## src/rtl/ahb_arbiter.sv

```systemverilog
// Round-robin AHB arbiter: hands one slave path to N_MASTER masters, holds ownership
// across fixed-length bursts and locked sequences, and parks on master 0 when idle.
module ahb_arbiter #(
  parameter int N_MASTER = 4,
  parameter int MIDX_W   = 2
) (
  input  logic                h_clk,
  input  logic                h_reset,
  input  logic [N_MASTER-1:0] h_busreq,
  input  logic [N_MASTER-1:0] h_lock,
  input  logic [1:0]          h_trans,
  input  logic [2:0]          h_burst,
  input  logic                h_ready,
  input  logic                h_resp,
  output logic [N_MASTER-1:0] h_grant,
  output logic [MIDX_W-1:0]   h_master,
  output logic [MIDX_W-1:0]   h_master_data,
  output logic                h_mastlock,
  output logic [1:0]          dbg_state,
  output logic [MIDX_W-1:0]   dbg_rr_ptr
);

  typedef enum logic [1:0] {
    ST_PARK   = 2'd0,
    ST_XFER   = 2'd1,
    ST_LOCKED = 2'd2
  } state_t;

  localparam logic [1:0] TR_IDLE   = 2'b00;
  localparam logic [1:0] TR_NONSEQ = 2'b10;
  localparam logic [1:0] TR_SEQ    = 2'b11;

  state_t                state_q, state_d;
  logic [N_MASTER-1:0]   grant_q, grant_d;
  logic [MIDX_W-1:0]     master_q, master_d;
  logic [MIDX_W-1:0]     master_data_q, master_data_d;
  logic [MIDX_W-1:0]     rr_ptr_q, rr_ptr_d;
  logic [3:0]            beat_cnt_q, beat_cnt_d;
  logic                  incr_q, incr_d;
  logic                  err_q, err_d;

  logic                  is_nonseq, is_seq, incr_now, rp, found;
  logic                  owner_req, owner_lock;
  logic [MIDX_W-1:0]     winner;

  always_ff @(posedge h_clk or posedge h_reset) begin
    if (h_reset) begin
      state_q       <= ST_PARK;
      grant_q       <= N_MASTER'(1);
      master_q      <= '0;
      master_data_q <= '0;
      rr_ptr_q      <= '0;
      beat_cnt_q    <= '0;
      incr_q        <= 1'b0;
      err_q         <= 1'b0;
    end else begin
      state_q       <= state_d;
      grant_q       <= grant_d;
      master_q      <= master_d;
      master_data_q <= master_data_d;
      rr_ptr_q      <= rr_ptr_d;
      beat_cnt_q    <= beat_cnt_d;
      incr_q        <= incr_d;
      err_q         <= err_d;
    end
  end

  always_comb begin
    state_d       = state_q;
    master_d      = master_q;
    master_data_d = master_data_q;
    rr_ptr_d      = rr_ptr_q;
    beat_cnt_d    = beat_cnt_q;
    incr_d        = incr_q;
    err_d         = err_q;
    found         = 1'b0;
    winner        = '0;

    is_nonseq  = (h_trans == TR_NONSEQ);
    is_seq     = (h_trans == TR_SEQ);
    owner_req  = h_busreq[master_q];
    owner_lock = h_lock[master_q];
    incr_now   = (is_nonseq && h_burst == 3'b001) || (is_seq && incr_q);
    rp = (state_q == ST_PARK) || err_q || (h_trans == TR_IDLE) ||
         (is_nonseq && h_burst == 3'b000) || (is_seq && beat_cnt_q == 4'd1) ||
         (incr_now && !owner_req);

    // Search above the current owner first, then wrap so the owner comes last.
    for (int i = 0; i < N_MASTER; i++) begin
      if (!found && h_busreq[i] && i > int'(master_q)) begin
        found  = 1'b1;
        winner = MIDX_W'(i);
      end
    end
    for (int i = 0; i < N_MASTER; i++) begin
      if (!found && h_busreq[i] && i <= int'(master_q)) begin
        found  = 1'b1;
        winner = MIDX_W'(i);
      end
    end

    if (h_resp && !h_ready) begin
      beat_cnt_d = '0;
      incr_d     = 1'b0;
      err_d      = 1'b1;
    end else if (h_ready) begin
      master_data_d = master_q;
      err_d         = 1'b0;
      if (is_nonseq) begin
        case (h_burst)
          3'b010, 3'b011: beat_cnt_d = 4'd3;
          3'b100, 3'b101: beat_cnt_d = 4'd7;
          3'b110, 3'b111: beat_cnt_d = 4'd15;
          default:        beat_cnt_d = 4'd0;
        endcase
        incr_d = (h_burst == 3'b001);
      end else if (is_seq && beat_cnt_q != 4'd0) begin
        beat_cnt_d = beat_cnt_q - 4'd1;
      end
      if (rp) begin
        if (owner_lock && owner_req) begin
          state_d = ST_LOCKED;
        end else if (found) begin
          master_d = winner;
          rr_ptr_d = winner;
          state_d  = ST_XFER;
        end else begin
          master_d = '0;
          state_d  = ST_PARK;
        end
      end
    end

    grant_d           = '0;
    grant_d[master_d] = 1'b1;
  end

  always_comb begin
    h_grant       = grant_q;
    h_master      = master_q;
    h_master_data = master_data_q;
    h_mastlock    = h_lock[master_q] & h_trans[1];
    dbg_state     = state_q;
    dbg_rr_ptr    = rr_ptr_q;
  end

endmodule
```

## config.mk

```make
export PLATFORM = sky130hd
export DESIGN_NAME = ahb_arbiter
export DESIGN_NICKNAME = d
export VERILOG_FILES = /design/src/rtl/ahb_arbiter.sv
export SDC_FILE = /design/constraint.sdc
export NUM_CORES = 1
export LEC_CHECK = 0
export CORE_MARGIN = 4
export CORE_UTILIZATION = 30
export DETAILED_ROUTE_END_ITERATION = 8
export GPL_ROUTABILITY_DRIVEN = 0
export GPL_TIMING_DRIVEN = 0
export MAX_ROUTING_LAYER = met4
export PLACE_DENSITY = 0.62
export RECOVER_POWER = 50
export SETUP_SLACK_MARGIN = 0.02
export SYNTH_ARGS = -nofsm -noshare
export SYNTH_HDL_FRONTEND = slang
export SYNTH_SLANG_ARGS = --single-unit
```

## constraint.sdc

```tcl
create_clock -name h_clk -period 3.5 [get_ports h_clk]
set_input_delay 0.35 -clock h_clk [delete_from_list [all_inputs] [get_ports h_clk]]
set_output_delay 0.35 -clock h_clk [all_outputs]
set_load 0.01 [all_outputs]
```

Yosys cells after proc, flatten, opt, wreduce, memory -nomap -nowiden
Index checks and enable logic that the tools add are counted.

storage, ports and cells
  output and inout bits = 13
  register bits = 18
  word-level logic and storage cells = 118

cells by class
  reductions and logical operators = 50
  $add $sub $neg = 1
  eq/ne operators = 10
  bitwise operators = 3
  muxes and demuxes = 37
  magnitude comparators = 9

operators with widths
  operator                                                                number
  2-bit two-way mux                                                       12
  1-bit logical AND                                                       21
  1-bit two-way mux                                                       17
  4-bit two-way mux                                                       4
  3-bit equality test (second input constant)                             4
  4-bit case mux with 3 select lines                                      1
  1-bit zero test                                                         8
  3-bit by 2-bit equality test with 1-bit output (second input constant)  2
  1-bit logical OR                                                        6
  2-bit by 3-bit < comparator with 1-bit output (second input constant)   2
  2-bit AND reduction                                                     3
  2-bit OR reduction                                                      3
  5-bit AND reduction                                                     1
  1-bit binary-select mux with 2-bit select                               2
  2-bit equality test (second input constant)                             2
  4-bit by 1-bit equality test with 1-bit output (second input constant)  1
  2-bit greater-than comparator (first input constant)                    2
  2-bit <= comparator (first input constant)                              2
  2-bit zero test                                                         2
  2-bit nonzero test                                                      2
  4-bit nonzero test                                                      1
  4-bit by 1-bit subtractor with 4-bit output (second input constant)     1
  3-bit by 1-bit equality test with 1-bit output (second input constant)  1
  3-bit zero test                                                         1
  8 further kinds                                                         9

Longest topological paths before layout
Gate-level depths: netlist (run 1).

  word-level depth = 35
  mapped depth = 7

Worst setup path before layout (run 1)
No wires, ideal clock.

  path type = register to register
  start = register master_q[0] (netlist: h_master[0])
  end = register grant_q[2] (netlist: h_grant[2])
  library setup time = 125 ps
  path slack = 1549 ps
  path buffers = 1
  stages on the path, launching flop included = 7
  data arrival time = 1826 ps
  cell sequence = dfrtp_1 buf_6 mux4_2 nor4b_4 o21ai_4 nand2_4 mux2_4

between the ends
  word-level cells in the longest chain between the ends = 35
  elaborated cells on any way between the ends = 56
  those cells by class = order compare (8); mux (25); reduce/logical (23)

RTL lines
  item                                                                                                                                                        RTL line  RTL
  start: declaration                                                                                                                                          35        logic [MIDX_W-1:0] master_q, master_d;
  start signal: assignment                                                                                                                                    59        master_q <= master_d;
  1-bit by 2-bit greater-than comparator with 1-bit output                                                                                                    90        if (!found && h_busreq[i] && i > int'(master_q)) begin
  1-bit logical AND                                                                                                                                           90
  1-bit two-way mux                                                                                                                                           90
  1-bit zero test                                                                                                                                             90
  1-bit logical AND (2 in series)                                                                                                                             90
  1-bit two-way mux                                                                                                                                           90
  1-bit zero test                                                                                                                                             90
  1-bit logical AND (2 in series)                                                                                                                             90
  [... 18 more ...]                                                                                                                                           -
  2-bit two-way mux                                                                                                                                           120       if (rp) begin
  2-bit two-way mux                                                                                                                                           106       end else if (h_ready) begin
  2-bit two-way mux (*)                                                                                                                                       102       if (h_resp && !h_ready) begin
  2-bit by 3-bit < comparator with 1-bit output (implied by the code) / 2-bit by 1-bit greater-or-equal comparator with 1-bit output (equally long branches)  135       grant_d[master_d] = 1'b1;
  1-bit logical AND (implied by the code)                                                                                                                     135
  1-bit two-way mux (implied by the code)                                                                                                                     135
  1-bit demux with 2-bit select (*)                                                                                                                           135
  via grant_d[2]                                                                                                                                              34        logic [N_MASTER-1:0] grant_q, grant_d;
  end signal: assignment                                                                                                                                      58        grant_q <= grant_d;
  end: declaration                                                                                                                                            34

The timed path passes the listed nets; every way through them passes the cells marked *. The select of a mux whose other input is x is not followed.
A chain may end at the register's enable or synchronous reset.

Worst setup path after layout (run 1)
  start = register master_q[1] (netlist: h_master[1])
  end = output port h_mastlock

between the ends
  word-level cells in the longest chain between the ends = 3

RTL lines
  item                                       RTL line  RTL
  1-bit binary-select mux with 2-bit select  142       h_mastlock = h_lock[master_q] & h_trans[1];
  1-bit two-way mux (implied by the code)    142
  1-bit AND                                  142
  end: declaration                           18        output logic h_mastlock,

No other way between the ends. The select of a mux whose other input is x is not followed.

==> flow_summary.json, run 1 <==
{
  "run_status": "complete, no violations",
  "cts_tree": "done",
  "antenna_violations_before_repair": 0,
  "final.period_utilization_pct": 69.9,
  "initial_core_utilization_pct": 32.1,
  "cts-hold-fix-buffers": 0,
  "swShare_pct": 35.6,
  "pwr-share-clk_pct": 15.5,
  "internal_power_w": 0.000708,
  "drc": 0,
  "nets": 156,
  "final_layout_size_suffix_gt1_share_pct": 16.9,
  "globalRouteTotalUtil_pct": 12.5,
  "clock_insertion_delay_worst_skew_ns": 0.25,
  "synth.ff_latch_count": 18,
  "areaGrowthSynthToFinish_pct": 34.4,
  "core_area_mm2": 0.00347,
  "synth-edff-count": 0,
  "clock_tree.root_cell": "sky130_fd_sc_hd__clkbuf_8",
  "synth_top_flop_cell": "sky130_fd_sc_hd__dfrtp_1",
  "cts_htree_levels": 1,
  "clk_path_buf_depth": 2,
  "worst_pin_slew_ns": 0.692,
  "route.antenna.remaining_nets": 0,
  "port_buffers": 27,
  "cts_post_setup_buffers_inserted": 0,
  "maxSlewViolCount": 0,
  "pwr_density_cell_mw_per_mm2": 734,
  "drt_wl_total_um": 2700,
  "synth_area_leaders": "sky130_fd_sc_hd__dfrtp_1 38%, sky130_fd_sc_hd__mux2_4 4.0%, sky130_fd_sc_hd__mux2_2 3.0%, sky130_fd_sc_hd__a32o_1 2.7%, sky130_fd_sc_hd__mux2i_1 2.7%",
  "vias_per_cell": 5.17,
  "max_freq_mhz": 409,
  "initial_detailed_routing_violation_count": 66,
  "grt_max_degree": 19,
  "leakage_nw": 0.634,
  "crit_arrival_ns": 2.10,
  "async_flop_share_pct": 100,
  "setup_viol": 0,
  "flop_pwr_share_pct": 31.3,
  "synth_area_per_cell_um2": 10.6,
  "timing_worst_setup_path_type": "reg2out",
  "rsz0062_at_grt": "false",
  "global_route_wire_length_before_repair_um": 4370,
  "chipHeight_um": 68.9,
  "hold_path_class": "reg2reg",
  "clkSinkCount": 18,
  "fp.dieArea_mm2": 0.00475,
  "ys_warn_count": 0,
  "start_kind": "register",
  "yosys.cell_count.top_type": "sky130_fd_sc_hd__dfrtp_1",
  "power_w": 0.00110,
  "crit_required_ns": 3.15,
  "pin_count": 30,
  "synth_top_area_share_pct": 38.2,
  "irDropWorstVdd_v": 0.000316,
  "gate_count_after_technology_mapping": 105,
  "max_cap_viol_count": 0,
  "cts_made_buffers": 3,
  "dieWidth_um": 68.9,
  "routed_via_count": 941,
  "unique_masters_post_synth": 45,
  "hpwlAfterDp_um": 2040,
  "setup.worst_path.end_class": "output port",
  "combPwrFrac_pct": 53.2,
  "setup-tns-final_ns": 0,
  "detailedRoute.firstPassIterationCount": 4,
  "grt.overflow.total": 0,
  "synth_nets": 124,
  "min_period_ns": 2.45,
  "timing.clock.skew_ns": 0.00187,
  "ys_seq_area_share_pct": 40.6,
  "crit_path_max_fanout": 10,
  "path_clk_slew_ns": 0.07,
  "first_global_vias": 956,
  "cts_resized": 0,
  "routed_wire_length_per_instance_um": 14.8,
  "std_cell_rows": 21,
  "synthesized_cell_area_mm2": 0.00111,
  "synth_largest_area_cell": "sky130_fd_sc_hd__dfrtp_1",
  "antenna_cells": 0,
  "netSwitchingPower_w": 0.000391,
  "synth_commonest_cells": "17 x sky130_fd_sc_hd__dfrtp_1, 8 x sky130_fd_sc_hd__inv_1, 8 x sky130_fd_sc_hd__nor2_1",
  "finalHoldViolCount": 0,
  "max-slew-margin-rel_pct": 53.8
}
-- flip-flops by register name, indices dropped and copies added, names as in the netlist --
| name | count |
|---|---|
| beat_cnt_q | 4 |
| dbg_rr_ptr | 2 |
| dbg_state | 2 |
| err_q | 1 |
| h_grant | 4 |
| h_master | 2 |
| h_master_data | 2 |
| incr_q | 1 |
-- logic make-up after synthesis --
family                   Yosys count  share of synthesized area [%]
multiplexers                      11                           14.2
buffers and inverters             12                           4.72
AO/OA/AOI/OAI                     28                           18.9
AND/OR/NAND/NOR                   34                           19.4
flip-flops                        18                           40.6
adder cells (fa/ha/maj)            2                           2.25
-- cell type report --
class	instances	area [um2]
Multi-Input combinational cell	75	609
Inverter	8	30.0
Timing Repair Buffer	27	270
Sequential cell	18	452
Tap cell	46	57.6
Fill cell	364	1970
Buffer	4	22.5
Clock buffer	4	55.1
-- worst max-delay path, stage by stage (launching register included) --
cell and delay [ns]:
sky130_fd_sc_hd__dfrtp_1 0.39, sky130_fd_sc_hd__clkbuf_1 0.40, sky130_fd_sc_hd__mux4_1 0.41, sky130_fd_sc_hd__and2_1 0.18, sky130_fd_sc_hd__clkdlybuf4s50_1 0.47
-- path summary, 6_finish.rpt --
kind                                             endpoint                       from  depth (start not counted)  slack, ns
worst max-delay path                           h_mastlock      h_master[1]$_DFF_PP0_                          4       1.05
worst min-delay path            dbg_rr_ptr[0]$_DFFE_PP0P_  dbg_rr_ptr[0]$_DFFE_PP0P_                          1       0.49
worst max register to register  dbg_rr_ptr[1]$_DFFE_PP0P_      h_master[1]$_DFF_PP0_                          6       1.37
worst min register to register  dbg_rr_ptr[0]$_DFFE_PP0P_  dbg_rr_ptr[0]$_DFFE_PP0P_                          1       0.49
max in group asynchronous               err_q$_DFFE_PP0P_                    h_reset                          2       2.42
min in group asynchronous            h_grant[3]$_DFF_PP0_                    h_reset                          2       0.65
-- per-stage QoR --
step / util, % / std cells / hold slack, ns / setup slack (ns) / cell area, um2
CTS: 43.1 / 182 / 0.501 / 1.07 / 1500
global placement: 41.6 / 178 / 0.481 / 1.07 / 1440
global route: 43.1 / 182 / 0.519 / 0.955 / 1500
detailed placement: 41.6 / 178 / 0.487 / 1.00 / 1440
finish: 43.1 / 182 / 0.493 / 1.05 / 1500
floorplan: - / 105 / 0.288 / 1.55 / 1110
-- metal layers --
| layer | routed length, um | global-route usage, % | share of wire (%) |
|---|---|---|---|
| met1 | 1290 | 16.5 | 48 |
| met2 | 1240 | 20.1 | 46 |
| met3 | 160 | 2.59 | 5.9 |
| met4 | 13 | 2.19 | 0.48 |
| met5 | 0 | - | 0 |
-- layout by cell type, fill, tap and decap left out, types with 3 or more instances in the layout --
master	synthesis	final
sky130_fd_sc_hd__nor2_1	8	8
sky130_fd_sc_hd__clkbuf_8	0	4
sky130_fd_sc_hd__mux2_2	3	3
sky130_fd_sc_hd__mux2_4	3	3
sky130_fd_sc_hd__a32o_1	3	3
sky130_fd_sc_hd__nand2_1	5	5
sky130_fd_sc_hd__clkdlybuf4s50_1	0	22
sky130_fd_sc_hd__dfrtp_1	17	17
sky130_fd_sc_hd__mux2i_1	3	3
sky130_fd_sc_hd__nor2b_1	3	3
sky130_fd_sc_hd__o21ai_0	5	5
sky130_fd_sc_hd__a21oi_1	5	5
sky130_fd_sc_hd__inv_1	8	8
sky130_fd_sc_hd__clkbuf_1	3	3
sky130_fd_sc_hd__dlygate4sd3_1	0	5
-- power groups by stage --
stage	clock (W)	sequential, W	combinational, W
after floorplan	0	0.000371	0.000342
after global placement	0	0.000346	0.000584
after detailed placement	0	0.000349	0.000590
after CTS	0.000173	0.000346	0.000595
after global routing	0.000184	0.000356	0.000638
final	0.000170	0.000344	0.000585
No activity file was read; power rests on OpenSTA's default activity.
==> run 2, diff against run 1 <==
PLACE_DENSITY = 0.64   (was 0.62)
clock period = 2.15 ns   (was 3.5 ns; I/O delays follow)
==> run 2 against run 1 <==
Via count increased by 2.4%; non-clock buffer count is 3 higher; combinational power up 73%; worst setup slack got worse by 0.90 ns; power increased by 68%; highest routed layer unchanged; register-to-register slack got worse by 1.2 ns; sequential power rose by 63%; utilization is 0.90 points higher.
==> flow_summary.json, run 2 (synthesis gave the netlist of run 1 again) <==
{
  "run_status": "complete, no violations",
  "clock_insertion_delay_worst_skew_ns": 0.25,
  "layout.core_utilization_pct": 44.0,
  "combPwrFrac_pct": 54.6,
  "pwr-share-clk_pct": 15.1,
  "routed_via_count": 964,
  "nets": 159,
  "setup-tns-final_ns": 0,
  "detailedRoute.firstPassIterationCount": 4,
  "hpwlAfterDp_um": 2110,
  "final_layout_size_suffix_gt1_share_pct": 20.1,
  "maxSlewViolCount": 0,
  "start_kind": "register",
  "max_freq_mhz": 500,
  "core_area_mm2": 0.00347,
  "cts-hold-fix-buffers": 0,
  "setup_viol": 0,
  "max-slew-margin-rel_pct": 51.3,
  "clk_path_buf_depth": 2,
  "std_cell_rows": 21,
  "internal_power_w": 0.00119,
  "irDropWorstVdd_v": 0.000515,
  "commonest_non_fill_non_tap_cells_in_the_layout": "22 x sky130_fd_sc_hd__clkdlybuf4s50_1, 17 x sky130_fd_sc_hd__dfrtp_1, 8 x sky130_fd_sc_hd__inv_1, 8 x sky130_fd_sc_hd__nor2_1",
  "crit_required_ns": 2.29,
  "netSwitchingPower_w": 0.000658,
  "pin_count": 30,
  "globalRouteTotalUtil_pct": 12.9,
  "fp.dieArea_mm2": 0.00475,
  "leakage_nw": 0.665,
  "first_global_vias": 999,
  "cts_tree": "done",
  "flop_pwr_share_pct": 30.3,
  "cts_made_buffers": 3,
  "grt.overflow.total": 0,
  "vias_per_cell": 5.21,
  "finalHoldViolCount": 0,
  "grt_max_degree": 19,
  "cts_htree_levels": 1,
  "antenna_cells": 0,
  "max_cap_viol_count": 0,
  "min_period_ns": 2.00,
  "timing.clock.skew_ns": 0.00199,
  "chipHeight_um": 68.9,
  "worst_pin_slew_ns": 0.730,
  "dieWidth_um": 68.9,
  "routed_wire_length_per_instance_um": 15.2,
  "final_common_cell": "sky130_fd_sc_hd__clkdlybuf4s50_1",
  "global_route_wire_length_before_repair_um": 4440,
  "final.period_utilization_pct": 93.1,
  "clock_tree.root_cell": "sky130_fd_sc_hd__clkbuf_8",
  "swShare_pct": 35.7,
  "setup.worst_path.end_class": "register",
  "pwr_density_cell_mw_per_mm2": 1210,
  "path_clk_slew_ns": 0.07,
  "clkSinkCount": 18,
  "crit_path_max_fanout": 6,
  "rsz0062_at_grt": "false",
  "areaGrowthSynthToFinish_pct": 37.2,
  "drc": 0,
  "crit_arrival_ns": 2.14,
  "initial_core_utilization_pct": 32.1,
  "drt_wl_total_um": 2810,
  "port_buffers": 27,
  "route.antenna.remaining_nets": 0,
  "timing_worst_setup_path_type": "reg2reg",
  "hold_path_class": "in2reg",
  "initial_detailed_routing_violation_count": 23,
  "antenna_violations_before_repair": 0
}
run 2: cell count changes in the layout (fill, tap and decap cells not counted):
cell,change
sky130_fd_sc_hd__buf_4,+3
sky130_fd_sc_hd__clkbuf_1,-1
sky130_fd_sc_hd__clkbuf_2,+1
sky130_fd_sc_hd__dlygate4sd3_1,-1
sky130_fd_sc_hd__dlymetal6s2s_1,+1
sky130_fd_sc_hd__mux4_1,-1
sky130_fd_sc_hd__mux4_2,+1
sky130_fd_sc_hd__nor4b_2,-1
sky130_fd_sc_hd__nor4b_4,+1
run 2: through the flow:
step | setup slack [ns] | area (um2) | power [W] | instances | hold slack, ns
final | 0.149 | 1530 | 0.00185 | 185 | 0.368
after detailed placement | -0.136 | 1440 | 0.00154 | 178 | 0.486
after global routing | 0.0819 | 1530 | 0.00197 | 185 | 0.410
after global placement | -0.142 | 1440 | 0.00151 | 178 | 0.478
after CTS | 0.0248 | 1520 | 0.00187 | 185 | 0.364
after floorplan | 0.199 | 1110 | 0.00116 | 105 | 0.153
run 2: path summary, 6_finish.rpt:
path | from | endpoint | slack (ns) | depth (start not counted)
setup / recovery | h_master[0]$_DFF_PP0_ | h_grant[2]$_DFF_PP0_ | 0.15 | 6
hold / removal | h_ready | err_q$_DFFE_PP0P_ | 0.37 | 2
setup reg to reg | h_master[0]$_DFF_PP0_ | h_grant[2]$_DFF_PP0_ | 0.15 | 6
hold reg to reg | dbg_rr_ptr[0]$_DFFE_PP0P_ | dbg_rr_ptr[0]$_DFFE_PP0P_ | 0.49 | 1
max in group asynchronous | h_reset | dbg_state[0]$_DFFE_PP0P_ | 1.17 | 2
min in group asynchronous | h_reset | h_grant[3]$_DFF_PP0_ | 0.52 | 2
run 2: power groups by stage:
| stage | logic [W] | registers, W | clock network [W] |
|---|---|---|---|
| final | 0.00101 | 0.000560 | 0.000279 |
| after detailed placement | 0.000968 | 0.000568 | 0 |
| after global placement | 0.000950 | 0.000564 | 0 |
| after CTS | 0.00103 | 0.000561 | 0.000288 |
| after floorplan | 0.000556 | 0.000604 | 0 |
| after global routing | 0.00109 | 0.000574 | 0.000306 |
run 2: critical path, stage by stage, from the launching register on:
cell	delay [ns]
sky130_fd_sc_hd__dfrtp_1	0.36
sky130_fd_sc_hd__buf_6	0.12
sky130_fd_sc_hd__mux4_2	0.53
sky130_fd_sc_hd__nor4b_4	0.16
sky130_fd_sc_hd__o21ai_4	0.26
sky130_fd_sc_hd__nand2_4	0.13
sky130_fd_sc_hd__mux2_4	0.32
run 2: cell type report:
| type | count | area [um2] |
|---|---|---|
| fill | 349 | 1940 |
| tap | 46 | 57.6 |
| sequential | 18 | 452 |
| timing repair buffer | 30 | 295 |
| buffer | 4 | 23.8 |
| inverter | 8 | 30.0 |
| multi-input combinational | 75 | 614 |
| clock buffer | 4 | 55.1 |
run 2: repair_timing:
action                     CTS  global route
hold endpoints to repair     0             0
buffers inserted             3             0
gates resized for setup      2             2
setup endpoints to repair    2             3
pin swaps                    0             0
run 2: per-layer routing:
metal / up-vias / global-route usage, % / part of all wire (%)
met4: 0 / 3.89 / 0.96
met2: 30 / 23.1 / 50
met1: 473 / 14.8 / 45
met3: 3 / 2.11 / 4.4
li1: 458 / - / -
met5: - / - / 0
==> run 3, diff against run 2 <==
DONT_BUFFER_PORTS = 1   (was unset)
PLACE_DENSITY = 0.53   (was 0.64)
==> run 3 against run 2 <==
Die area is the same; non-clock buffer count fell by 26; highest routed layer unchanged; sequential share of layout area rose by 6.9 points; first-iteration DRC count grew 96%; sequential power grew 13%; final cell count fell by 14%; power decreased by 15%; worst setup slack worse by 0.019 ns; critical endpoint unchanged; sequential cell count is the same; utilization is 8.2 points lower.
==> flow_summary.json, run 3 (synthesis gave the netlist of run 1 again) <==
{
  "finalNonFillerCells": 159,
  "clock_insertion_delay_worst_skew_ns": 0.26,
  "initial_detailed_routing_violation_count": 45,
  "route.antenna.remaining_nets": 0,
  "hold_path_class": "in2reg",
  "grt.overflow.total": 0,
  "commonest_non_fill_non_tap_cells_in_the_layout": "16 x sky130_fd_sc_hd__dfrtp_1, 8 x sky130_fd_sc_hd__inv_1, 8 x sky130_fd_sc_hd__nor2_1",
  "crit_arrival_ns": 2.15,
  "maxSlewViolCount": 0,
  "cts_htree_levels": 1,
  "finalHoldViolCount": 0,
  "hpwlAfterDp_um": 1910,
  "start_kind": "register",
  "nets": 133,
  "first_global_vias": 844,
  "chipHeight_um": 68.9,
  "cts_made_buffers": 3,
  "placed_cells_incl_taps": 151,
  "crit_required_ns": 2.28,
  "port_buffers": 0,
  "crit_path_max_fanout": 6,
  "globalRouteTotalUtil_pct": 11.8,
  "global_route_wire_length_before_repair_um": 4000,
  "final.period_utilization_pct": 94.0,
  "setup-tns-final_ns": 0,
  "timing_worst_setup_path_type": "reg2reg",
  "design_area_mm2": 0.00124,
  "initial_core_utilization_pct": 32.1,
  "max_freq_mhz": 495,
  "slowest_delay_ns": 0.53,
  "pwr_density_cell_mw_per_mm2": 1260,
  "max-slew-margin-rel_pct": 52.6,
  "timing.clock.skew_ns": 0.0109,
  "max_cap_viol_count": 0,
  "path_clk_slew_ns": 0.07,
  "final_layout_size_suffix_gt1_share_pct": 23.0,
  "path_cells": "buf_6 -> mux4_2 -> nor4b_4 -> o21ai_4 -> nand2_4 -> mux2_4",
  "leakage_nw": 0.532,
  "pin_count": 30,
  "areaGrowthSynthToFinish_pct": 11.7,
  "core_area_mm2": 0.00347,
  "min_period_ns": 2.02,
  "critical_path_top_delay_cell": "sky130_fd_sc_hd__mux4_2",
  "final_common_cell": "sky130_fd_sc_hd__dfrtp_1",
  "run_status": "complete, no violations",
  "vias_per_cell": 5.35,
  "irDropWorstVdd_v": 0.000491,
  "dieWidth_um": 68.9,
  "clkSinkCount": 18,
  "drc": 0,
  "post_dp_cell_area_mm2": 0.00117,
  "antenna_violations_before_repair": 0,
  "routed_wire_length_per_instance_um": 15.6,
  "detailedRoute.firstPassIterationCount": 4,
  "setup_viol": 0,
  "clock_tree.root_cell": "sky130_fd_sc_hd__clkbuf_8",
  "drt_wl_total_um": 2490,
  "rsz0062_at_grt": "false",
  "fp.dieArea_mm2": 0.00475,
  "routed_via_count": 850,
  "worst_pin_slew_ns": 0.710,
  "cts_tree": "done",
  "antenna_cells": 0,
  "std_cell_rows": 21,
  "clk_path_buf_depth": 2,
  "grt_max_degree": 19,
  "setup.worst_path.end_class": "register",
  "fillers": 381
}
==> run 3: critical path: cells and delay by family (launching register included) <==
family / cells / cell delay, ns
and+or+nand+nor: 2 / 0.28
muxes: 2 / 0.84
AOI/OAI and AO/OA: 1 / 0.23
buffers and inverters: 1 / 0.14
DFF: 1 / 0.41
==> run 3: layout make-up <==
type | instances | area, um2 | area share, %
well taps | 46 | 57.6 | 4.63
flip-flops and latches | 18 | 453 | 36.4
plain buffers | 4 | 23.8 | 1.91
multi-input cells | 75 | 606 | 48.7
clock buffers | 4 | 45.0 | 3.62
inverters | 8 | 30.0 | 2.41
repair buffers | 4 | 28.8 | 2.31
==> run 3: per-layer routing <==
layer	up-vias	global-route usage [%]	share of wire, %
met2	30	18.6	46
met3	5	4.05	7.7
met1	410	14.0	45
met5	-	-	0
met4	0	4.38	1.2
li1	405	-	-
==> run 3: path summary, 6_finish.rpt <==
check,end,slack (ns),start,depth (start not counted)
setup / recovery,h_grant[2]$_DFF_PP0_,0.13,h_master[0]$_DFF_PP0_,6
min in group asynchronous,beat_cnt_q[2]$_DFFE_PP0P_,0.51,h_reset,2
hold / removal,err_q$_DFFE_PP0P_,0.08,h_resp,2
setup reg to reg,h_grant[2]$_DFF_PP0_,0.13,h_master[0]$_DFF_PP0_,6
hold reg to reg,incr_q$_DFFE_PP0P_,0.50,incr_q$_DFFE_PP0P_,1
max in group asynchronous,h_master[0]$_DFF_PP0_,1.13,h_reset,2
==> run 3: repair_timing <==
action,4_1_cts,5_1_grt
resized for setup,0,4
setup endpoints to repair,0,6
hold buffers,1,0
hold endpoints to repair,9,0
setup buffers,0,2
==> run 3: stage by stage <==
stage	total power (W)	setup WS [ns]	hold slack [ns]	utilization [%]
after detailed placement	0.00130	0.0251	0.275	33.8
after global routing	0.00169	0.0378	0.0827	35.9
final	0.00156	0.129	0.0827	35.9
after CTS	0.00155	0.0203	0.0808	35.4
after global placement	0.00129	0.0180	0.251	33.8
after floorplan	0.00116	0.199	0.153	-
==> run 3: where the power goes <==
| part | total [W] | leakage (nW) | switching (W) | internal (W) |
|---|---|---|---|---|
| Combinational | 0.000690 | 0.286 | 0.000341 | 0.000349 |
| Sequential | 0.000631 | 0.223 | 0.000154 | 0.000477 |
| Clock | 0.000244 | 0.0228 | 0.000112 | 0.000132 |
